<file path="src/rtl/spin_readout_pkg.sv">
// rtl/spin_readout_pkg.sv - shared state encoding and width helpers for spin_readout
package spin_readout_pkg;

  typedef enum logic [1:0] {
    IDLE   = 2'd0,
    SETTLE = 2'd1,
    SAMPLE = 2'd2,
    DONE   = 2'd3
  } state_t;

  function automatic int count_width(input int window);
    return $clog2(window + 1);
  endfunction

  // One down-counter serves both SETTLE and SAMPLE, so size it for the longer phase.
  function automatic int cycle_width(input int window, input int settle);
    return $clog2(((window > settle) ? window : settle) + 1);
  endfunction

endpackage

</file>
<file path="src/rtl/spin_readout_sync2.sv">
// rtl/spin_readout_sync2.sv - parameterized two-flop synchronizer, synchronous active-high reset
module sync2 #(
  parameter int W = 1
) (
  input  logic         clk,
  input  logic         rst,
  input  logic [W-1:0] d,
  output logic [W-1:0] q
);

  logic [W-1:0] meta;

  always_ff @(posedge clk) begin
    if (rst) begin
      meta <= '0;
      q    <= '0;
    end else begin
      meta <= d;
      q    <= meta;
    end
  end

endmodule

</file>
<file path="src/rtl/spin_readout.sv">
// rtl/spin_readout.sv - majority-vote spin readout of the oscillator array against oscillator 0
module spin_readout
  import spin_readout_pkg::*;
#(
  parameter int N             = 3,
  parameter int WINDOW        = 1024,
  parameter int SETTLE_CYCLES = 16,
  parameter int CW            = count_width(WINDOW)
) (
  input  logic            clk,
  input  logic            rst,
  input  logic [N-1:0]    osc_in,
  input  logic            start,
  output logic            busy,
  output logic            valid,
  input  logic            ready,
  output logic [N-1:0]    spins,
  output logic [N*CW-1:0] counts
);

  localparam int TW = cycle_width(WINDOW, SETTLE_CYCLES);
  localparam logic [TW-1:0] SETTLE_LAST = TW'(SETTLE_CYCLES - 1);
  localparam logic [TW-1:0] WINDOW_LAST = TW'(WINDOW - 1);
  localparam logic [CW-1:0] HALF        = CW'(WINDOW / 2);

  logic [N-1:0]  s;
  state_t        state;
  logic [TW-1:0] cyc;
  logic [CW-1:0] cnt      [N];
  logic [CW-1:0] cnt_next [N];

  sync2 #(.W(N)) u_sync (
    .clk (clk),
    .rst (rst),
    .d   (osc_in),
    .q   (s)
  );

  // Oscillator 0 is the phase reference, so its own count never moves.
  always_comb begin
    for (int i = 0; i < N; i++) begin
      cnt_next[i] = cnt[i];
      if (i != 0 && s[i] != s[0]) cnt_next[i] = cnt[i] + 1'b1;
    end
  end

  always_ff @(posedge clk) begin
    if (rst) begin
      state <= IDLE;
      cyc   <= '0;
      busy  <= 1'b0;
      valid <= 1'b0;
      spins <= '0;
      for (int i = 0; i < N; i++) cnt[i] <= '0;
    end else begin
      case (state)
        IDLE: begin
          if (start) begin
            state <= SETTLE;
            busy  <= 1'b1;
            cyc   <= SETTLE_LAST;
            spins <= '0;
            for (int i = 0; i < N; i++) cnt[i] <= '0;
          end
        end
        SETTLE: begin
          if (cyc == '0) begin
            state <= SAMPLE;
            cyc   <= WINDOW_LAST;
          end else begin
            cyc <= cyc - 1'b1;
          end
        end
        SAMPLE: begin
          cnt <= cnt_next;
          if (cyc == '0) begin
            // Vote on the counts including this final sample; a tie votes 0.
            for (int i = 0; i < N; i++) spins[i] <= (cnt_next[i] > HALF);
            state <= DONE;
            busy  <= 1'b0;
            valid <= 1'b1;
          end else begin
            cyc <= cyc - 1'b1;
          end
        end
        DONE: begin
          if (ready) begin
            valid <= 1'b0;
            state <= IDLE;
          end
        end
        default: state <= IDLE;
      endcase
    end
  end

  for (genvar g = 0; g < N; g++) begin : g_counts
    assign counts[g*CW +: CW] = cnt[g];
  end

endmodule

</file>
<file path="config.mk">
export PLATFORM = sky130hd
export DESIGN_NAME = spin_readout
export DESIGN_NICKNAME = d
export VERILOG_FILES = /design/src/rtl/spin_readout_pkg.sv /design/src/rtl/spin_readout_sync2.sv /design/src/rtl/spin_readout.sv
export SDC_FILE = /design/constraint.sdc
export NUM_CORES = 1
export LEC_CHECK = 0
export CAP_MARGIN = 20
export CORE_MARGIN = 1
export CORE_UTILIZATION = 40
export DETAILED_ROUTE_END_ITERATION = 10
export PLACE_DENSITY = 0.75
export SETUP_SLACK_MARGIN = 0.1
export SLEW_MARGIN = 0
export SYNTH_ARGS = -nofsm -noshare
export SYNTH_HDL_FRONTEND = slang
export SYNTH_SLANG_ARGS = --single-unit
export TNS_END_PERCENT = 1
</file>
<file path="constraint.sdc">
create_clock -name clk -period 2.3 [get_ports clk]
set_input_delay 0.345 -clock clk [delete_from_list [all_inputs] [get_ports clk]]
set_output_delay 0.345 -clock clk [all_outputs]
set_load 0.05 [all_outputs]
</file>
==> results.py, run 1 <==
metrics = {
    "routing": {
        "antenna_left": 0,
        "routed_via_count": 2673,
        "route.final.wire_length_mm": 6.631,
        "post-route-drc-count": 1,
        "route.detailed.wl_per_inst_um": 14.14,
        "first_pass_iters": 7,
        "drt-initial-drc-count": 145,
        "viasPerCell": 5.699,
    },
    "pwr": {
        "power_switching_share_pct": 46.05,
        "switchingPower_w": 0.001489,
        "comb_power_share_pct": 53.1,
        "power_report.internal_total_w": 0.001744,
        "p_leak_nw": 1.183,
        "seqPwrFrac_pct": 31.7,
        "power.density_mw_per_mm2": 990.3,
        "peakVddDrop_mv": 0.3798,
        "clockPowerShare_pct": 15.2,
    },
    "yosys": {
        "synth_adder_area_share_pct": 3.597,
        "synth_enable_flop_cells": 0,
        "portion_of_the_post_synthesis_area_used_by_sequential_elements_pct": 32.37,
        "synth_cell_types": 56,
        "yosys.area.top_type": "sky130_fd_sc_hd__dfxtp_1",
        "post_synth_main_area_contributors": "sky130_fd_sc_hd__dfxtp_1 32%, sky130_fd_sc_hd__nor2_1 5.5%, sky130_fd_sc_hd__nand2_1 4.7%",
        "avgSynthCellArea_um2": 7.839,
        "synth_compound_gate_area_share_pct": 23.97,
        "main_combinational_cell_family_by_area_after_synthesis": "simple AND/OR/NAND/NOR gates",
        "share_of_synthesized_registers_carrying_an_async_set_or_reset_pct": 0,
        "post_synth_mux_area_share_pct": 2.158,
        "synthesis.instances": 355,
        "synth_top_area_share_pct": 32.37,
        "synth_xor_area_share_pct": 2.518,
        "postSynth.topFlopCell": "sky130_fd_sc_hd__dfxtp_1",
        "synth-seq-cells": 45,
        "cell_area_after_synthesis_mm2": 0.002783,
        "synth.yosys.warnings": 0,
        "basic_gate_share_of_the_synthesized_area_counting_and_or_nand_and_nor_cells_pct": 27.79,
    },
    "worst_hold_path": {
        "holdCritPathClass": "register to register",
        "hold-path-cell-count": 1,
        "worstHoldStart": "u_sync.meta[1]",
        "min_delay_worst_endpoint": "u_sync.q[1]",
    },
    "clocking": {
        "tritoncts": "yes",
        "clk_transition_reported_paths_ns": 0.09,
        "cts-root-to-sink-buffers": 2,
        "cts-hold-fix-buffers": 0,
        "insertion_delay_ns": 0.30,
        "cts_root_buffer": "sky130_fd_sc_hd__clkbuf_8",
        "numClockSinks": 45,
        "cts_buffers": 5,
        "cts.repair_timing.setup_buffer_count": 0,
        "htreeDepth": 2,
        "post_cts_resize_count": 0,
    },
    "critical_path": {
        "worst-endpoint-arrival_ns": 1.71,
        "worstReg2RegEnd": "cyc[2]",
        "crit_path_max_delay_cell_type": "sky130_fd_sc_hd__clkdlybuf4s50_1",
        "worst_flop_to_flop_path_startpoint": "state[0]",
        "endpoint_kind": "output pin",
        "critical_path.cell_chain": "clkdlybuf4s50_1",
        "critPathTopFamily": "buffers and inverters",
        "critical_path_source_type": "register",
        "r2r_slack_ns": 0.26,
        "critical_path_buf_inv_count": 1,
        "crit_path_max_incr_delay_ns": 0.87,
        "critPathRequiredTime_ns": 1.96,
        "cp_max_fo": 11,
        "reg2regPathDepth": 7,
        "path_class": "register to output pin",
    },
    "global_routing": {
        "number_of_antenna_violations_at_the_first_check_in_global_routing": 0,
        "grt_max_degree": 46,
        "grt_pass1_wl_mm": 10.81,
        "globalRoute.totalOverflow": 0,
        "global_route.usage.total_pct": 18.02,
        "vias_in_the_first_global_route": 2329,
    },
    "cells_and_area": {
        "layout.filler_cells": 681,
        "synthToLayoutAreaGrowth_pct": 17.31,
        "num-nets-final": 403,
        "diodes": 0,
        "drive_above_1_share_pct": 9.254,
        "post_layout_util_pct": 48.31,
    },
    "timing": {
        "worstMarginPinSlew_ns": 0.7530,
        "min_period_over_period_pct": 89.24,
        "drv_slew": 0,
        "worst_slew_margin_rel_pct": 49.44,
        "maxClockFrequency_ghz": 0.4872,
        "finalHoldViolations": 0,
        "rsz_0062_raised_after_global_routing": "yes",
        "sum_of_negative_setup_slack_ns": 0,
        "setup_skew_ns": 0.009380,
        "finalSetupViolations": 0,
        "time_the_final_worst_path_needs_with_i_o_delays_and_setup_ns": 2.053,
    },
    "placement": {
        "gpl.final_weighted_congestion": 0.8894,
        "dp.final_hpwl_mm": 4.639,
        "numPortBuffers": 32,
    },
    "floorplanning": {
        "floorplan.core_area_mm2": 0.006756,
        "die-area_mm2": 0.007294,
        "ioPinCount": 45,
        "floorplan.initialDensity_pct": 41.19,
        "chipHeight_um": 85.41,
        "rows": 30,
        "die-width_um": 85.41,
    },
    "run_status": {
        "status": "finished, violations left",
        "failed_checks": "DRC",
    },
    "flow_run": {
        "max_cap_violations": 0,
    },
}
per-stage QoR:
step,total power [W],std cells,hold WS (ns),instance area [µm²],worst slack (ns)
2_1_floorplan,0.002304,366,0.4138,2825,0.1061
3_3_place_gp,0.002678,461,0.4182,3169,0.3322
3_5_place_dp,0.002734,461,0.4296,3169,0.2516
4_1_cts,0.003231,469,0.4505,3256,0.2472
5_1_grt,0.003480,469,0.4631,3264,0.09572
6_report,0.003233,469,0.4466,3264,0.2474
state kept, by name, summed over array words and instances (netlist names):
signal	count
cyc	11
state	2
u_sync.meta	3
u_sync.q	3
counts	22
busy	1
valid	1
spins	2
kinds of logic after synthesis:
family                   Yosys count
adder cells (fa/ha/maj)            8
buffers and inverters             41
AO/OA/AOI/OAI                     99
other                              1
multiplexers                       6
flip-flops                        45
XOR/XNOR                           8
AND/OR/NAND/NOR                  147
area by class of cell:
class,instances,area [µm²],share of cell area [%]
Sequential cell,45,902.1,27.64
Tap cell,80,100.1,3.066
Clock buffer,5,68.82,2.108
Clock inverter,3,17.52,0.5366
Inverter,13,48.80,1.495
Multi-Input combinational cell,280,1724,52.82
Timing Repair Buffer,43,402.9,12.34
how the worst max path moves through the flow:
stage | start | endpoint | depth (start not counted)
floorplan | counts[12] | spins[1] | 6
global placement | start | counts[19] | 7
detailed placement | start | counts[19] | 7
CTS | counts[27] | counts[27] | 1
global route | state[0] | counts[19] | 8
finish | counts[26] | counts[26] | 1
worst register-to-register path, stage by stage (launching register included):
cell	delay, ns
sky130_fd_sc_hd__dfxtp_1	0.43
sky130_fd_sc_hd__inv_1	0.09
sky130_fd_sc_hd__ha_1	0.28
sky130_fd_sc_hd__nor2b_1	0.19
sky130_fd_sc_hd__nor2_1	0.21
sky130_fd_sc_hd__a21boi_2	0.33
sky130_fd_sc_hd__o21ai_0	0.14
sky130_fd_sc_hd__a221oi_1	0.28
routing by layer:
layer | track usage (%) | vias up | wire, µm
met4 | 4.697 | 0 | 68
met1 | 25.25 | 1245 | 3246
li1 | - | 1341 | -
met3 | 2.724 | 10 | 298
met2 | 28.87 | 77 | 3018
met5 | 0 | - | 0
cells in the final DEF, fill, tap and decap left out, types with 4 or more instances in the layout:
cell	count
sky130_fd_sc_hd__dfxtp_1	44
sky130_fd_sc_hd__nor2_1	41
sky130_fd_sc_hd__nand2_1	35
sky130_fd_sc_hd__clkdlybuf4s50_1	32
sky130_fd_sc_hd__a21oi_1	25
sky130_fd_sc_hd__o21ai_0	21
sky130_fd_sc_hd__nor3_1	19
sky130_fd_sc_hd__inv_1	13
sky130_fd_sc_hd__conb_1	12
sky130_fd_sc_hd__buf_4	11
sky130_fd_sc_hd__nand3_1	9
sky130_fd_sc_hd__a311oi_1	9
sky130_fd_sc_hd__a31oi_1	8
sky130_fd_sc_hd__ha_1	8
sky130_fd_sc_hd__nor2b_1	7
sky130_fd_sc_hd__a22oi_1	6
sky130_fd_sc_hd__mux2i_1	5
sky130_fd_sc_hd__nand2b_1	5
sky130_fd_sc_hd__xor2_1	5
sky130_fd_sc_hd__nand4_1	5
sky130_fd_sc_hd__or3_1	5
sky130_fd_sc_hd__clkbuf_8	5
sky130_fd_sc_hd__o21a_1	4
sky130_fd_sc_hd__a211oi_1	4
sky130_fd_sc_hd__a221oi_1	4
power groups by stage:
stage	logic (W)	registers, W	clock network, W
after floorplan	0.00121	0.00109	0
after global placement	0.00165	0.00103	0
after detailed placement	0.00170	0.00104	0
after CTS	0.00170	0.00102	0.000504
after global routing	0.00190	0.00104	0.000535
final	0.00172	0.00102	0.000492
synthesized netlist by cell type (5+ instances only):
master                     count
sky130_fd_sc_hd__clkbuf_1     11
sky130_fd_sc_hd__inv_1        13
sky130_fd_sc_hd__a31oi_1       8
sky130_fd_sc_hd__a21oi_1      25
sky130_fd_sc_hd__a311oi_1      9
sky130_fd_sc_hd__dfxtp_1      45
sky130_fd_sc_hd__mux2i_1       6
sky130_fd_sc_hd__ha_1          8
sky130_fd_sc_hd__o21ai_0      21
sky130_fd_sc_hd__nand3_1      10
sky130_fd_sc_hd__buf_4        13
sky130_fd_sc_hd__nor2_1       41
sky130_fd_sc_hd__nor3_1       19
sky130_fd_sc_hd__nand2_1      35
sky130_fd_sc_hd__nand4_1       5
sky130_fd_sc_hd__nor2b_1       7
sky130_fd_sc_hd__or3_1         5
sky130_fd_sc_hd__a22oi_1       6
sky130_fd_sc_hd__xor2_1        5
sky130_fd_sc_hd__nand2b_1      5
No activity file was read; power rests on OpenSTA's default activity.
==> run 2: changes to the inputs <==
--- a/config.mk
+++ b/config.mk
@@ -6,7 +6,6 @@
 export NUM_CORES = 1
 export LEC_CHECK = 0
 export CAP_MARGIN = 20
-export CORE_MARGIN = 1
 export CORE_UTILIZATION = 40
 export DETAILED_ROUTE_END_ITERATION = 10
 export PLACE_DENSITY = 0.75
==> results of run 2 <==
The final DEF is identical to that of run 1; final timing and power are the same.
==> run 3: changes to the inputs <==
--- a/config.mk
+++ b/config.mk
@@ -6,8 +6,10 @@
 export NUM_CORES = 1
 export LEC_CHECK = 0
 export CAP_MARGIN = 20
+export CORE_ASPECT_RATIO = 0.75
 export CORE_UTILIZATION = 40
 export DETAILED_ROUTE_END_ITERATION = 10
+export MAX_ROUTING_LAYER = met4
 export PLACE_DENSITY = 0.75
 export SETUP_SLACK_MARGIN = 0.1
 export SLEW_MARGIN = 0
==> constraint.sdc (replaced) <==
create_clock -name clk -period 2.3 [get_ports clk]
set_input_delay 0.46 -clock clk [delete_from_list [all_inputs] [get_ports clk]]
set_output_delay 0.46 -clock clk [all_outputs]
set_load 0.05 [all_outputs]
==> results.py, run 3 (synthesis results as in run 1) <==
metrics = {
    "run_status": {
        "status": "completed",
    },
    "routing": {
        "route.final.wire_length_mm": 6.813,
        "first_pass_iters": 9,
        "met3_wirelength_um": 427,
        "antenna_left": 0,
        "top_signal_layer_used": "met4",
        "routed_via_count": 2678,
        "route.detailed.wl_per_inst_um": 14.46,
        "viasPerCell": 5.686,
        "drt-initial-drc-count": 162,
        "dr_wl_met2_mm": 2.924,
        "post-route-drc-count": 0,
        "detail_route.wirelength.met1_mm": 3.366,
    },
    "cells_and_area": {
        "max_reg_flops": 22,
        "layout_common_cells": "44 x sky130_fd_sc_hd__dfxtp_1, 41 x sky130_fd_sc_hd__nor2_1, 35 x sky130_fd_sc_hd__nand2_1",
        "synthToLayoutAreaGrowth_pct": 19.56,
        "layout.cells.most_common": "sky130_fd_sc_hd__dfxtp_1",
        "num-nets-final": 404,
        "post_layout_util_pct": 51.13,
        "diodes": 0,
        "design_area_mm2": 0.003327,
        "instances_no_fill": 471,
        "drive_above_1_share_pct": 8.974,
        "layout.filler_cells": 635,
    },
    "clocking": {
        "cts_buffers": 5,
        "htreeDepth": 2,
        "cts_root_buffer": "sky130_fd_sc_hd__clkbuf_8",
        "cts-hold-fix-buffers": 0,
        "cts-root-to-sink-buffers": 2,
        "tritoncts": "yes",
        "clk_transition_reported_paths_ns": 0.09,
        "insertion_delay_ns": 0.31,
        "numClockSinks": 45,
    },
    "timing": {
        "rsz_0062_raised_after_global_routing": "yes",
        "setup_skew_ns": 0.004847,
        "worst_slew_margin_rel_pct": 63.40,
        "holdWs_ns": 0.4444,
        "maxClockFrequency_ghz": 0.4691,
        "drv_slew": 0,
        "finalHoldViolations": 0,
        "worstMarginPinSlew_ns": 0.5453,
        "min_period_over_period_pct": 92.69,
        "time_the_final_worst_path_needs_with_i_o_delays_and_setup_ns": 2.132,
        "sum_of_negative_setup_slack_ns": 0,
        "finalSetupViolations": 0,
    },
    "critical_path": {
        "worst-endpoint-arrival_ns": 1.67,
        "critical_path_startpoint": "counts[27]",
        "critical_path_buf_inv_count": 1,
        "endpoint_kind": "output pin",
        "endpoint": "counts[27]",
        "worst-path-stages": 1,
        "critical_path_source_type": "register",
        "critPathTopFamily": "buffers and inverters",
        "reg2regPathDepth": 8,
        "path_class": "register to output pin",
        "worstReg2RegEnd": "counts[29]",
        "crit_path_max_incr_delay_ns": 0.87,
        "r2r_slack_ns": 0.27,
        "crit_path_max_delay_cell_type": "sky130_fd_sc_hd__clkdlybuf4s50_1",
        "critPathRequiredTime_ns": 1.84,
        "cp_max_fo": 10,
        "worst_flop_to_flop_path_startpoint": "state[0]",
        "critical_path.cell_chain": "clkdlybuf4s50_1",
    },
    "flow_run": {
        "max_cap_violations": 0,
    },
    "placement": {
        "total_instance_count_after_detailed_placement": 463,
        "gpl.final_weighted_congestion": 0.8842,
        "numPortBuffers": 32,
        "dp.final_hpwl_mm": 4.865,
        "postPlaceCellArea_mm2": 0.003191,
    },
    "global_routing": {
        "vias_in_the_first_global_route": 2374,
        "grt_max_degree": 46,
        "number_of_antenna_violations_at_the_first_check_in_global_routing": 0,
        "global_route.usage.total_pct": 19.75,
        "grt_pass1_wl_mm": 11.18,
        "globalRoute.totalOverflow": 0,
    },
    "pwr": {
        "switchingPower_w": 0.001504,
        "power_report.internal_total_w": 0.001970,
        "seqPwrFrac_pct": 29.5,
        "power_switching_share_pct": 43.29,
        "comb_power_share_pct": 49.9,
        "clockPowerShare_pct": 20.6,
        "power.density_mw_per_mm2": 1044,
        "peakVddDrop_mv": 0.3637,
        "p_leak_nw": 1.233,
    },
    "floorplanning": {
        "die-area_mm2": 0.007298,
        "die-width_um": 98.31,
        "rows": 25,
        "ioPinCount": 45,
        "floorplan.initialDensity_pct": 42.77,
        "chipHeight_um": 74.23,
        "floorplan.core_area_mm2": 0.006506,
    },
    "worst_hold_path": {
        "holdCritPathClass": "register to register",
        "hold-path-cell-count": 1,
    },
}
## run 3: cell types whose count changed in the layout (fill, tap and decap cells not counted), sizes merged
cell,before,now
clkinvlp,1,0
clkdlybuf4s50,32,31
buf,11,12
dlymetal6s2s,0,1
bufinv,0,2
clkinv,2,1
## run 3: worst min-delay path by stage
stage                       end  slack (ns)           start
global route        u_sync.q[1]        0.46  u_sync.meta[1]
detailed placement  u_sync.q[1]        0.43  u_sync.meta[1]
CTS                 u_sync.q[1]        0.45  u_sync.meta[1]
finish              u_sync.q[0]        0.44  u_sync.meta[0]
floorplan           u_sync.q[0]        0.41  u_sync.meta[0]
global placement    u_sync.q[0]        0.42  u_sync.meta[0]
## run 3: layout make-up
| cell class | instances | area [µm²] | area share (%) |
|---|---|---|---|
| Clock inverter | 3 | 65.06 | 1.956 |
| Inverter | 13 | 48.80 | 1.467 |
| Sequential cell | 45 | 902.1 | 27.12 |
| Multi-Input combinational cell | 280 | 1715 | 51.56 |
| Tap cell | 81 | 101.3 | 3.046 |
| Clock buffer | 5 | 68.82 | 2.068 |
| Timing Repair Buffer | 44 | 425.4 | 12.79 |
## run 3: power groups by stage
stage / sequential, W / clock, W / combinational, W
after floorplan: 0.00109 / 0 / 0.00121
after global placement: 0.00103 / 0 / 0.00166
after detailed placement: 0.00104 / 0 / 0.00171
after CTS: 0.00102 / 0.000734 / 0.00171
after global routing: 0.00104 / 0.000768 / 0.00190
final: 0.00102 / 0.000717 / 0.00173
## run 3: what timing repair did
action / CTS / global route
buffers inserted: 0 / 0
resized for setup: 0 / 1
endpoints found under the setup margin: 0 / 4
## run 3: routing by layer
metal / up-vias / global-route usage, %
li1: 1340 / -
met1: 1223 / 26.79
met2: 103 / 30.52
met3: 12 / 3.383
met4: 0 / 5.473
met5: - / -
## run 3: stage by stage
| stage | total power [W] | setup slack [ns] |
|---|---|---|
| final | 0.003474 | 0.1680 |
| after global routing | 0.003710 | 0.09690 |
| after floorplan | 0.002304 | 0.1061 |
| after detailed placement | 0.002747 | 0.2288 |
| after global placement | 0.002690 | 0.2958 |
| after CTS | 0.003470 | 0.1329 |
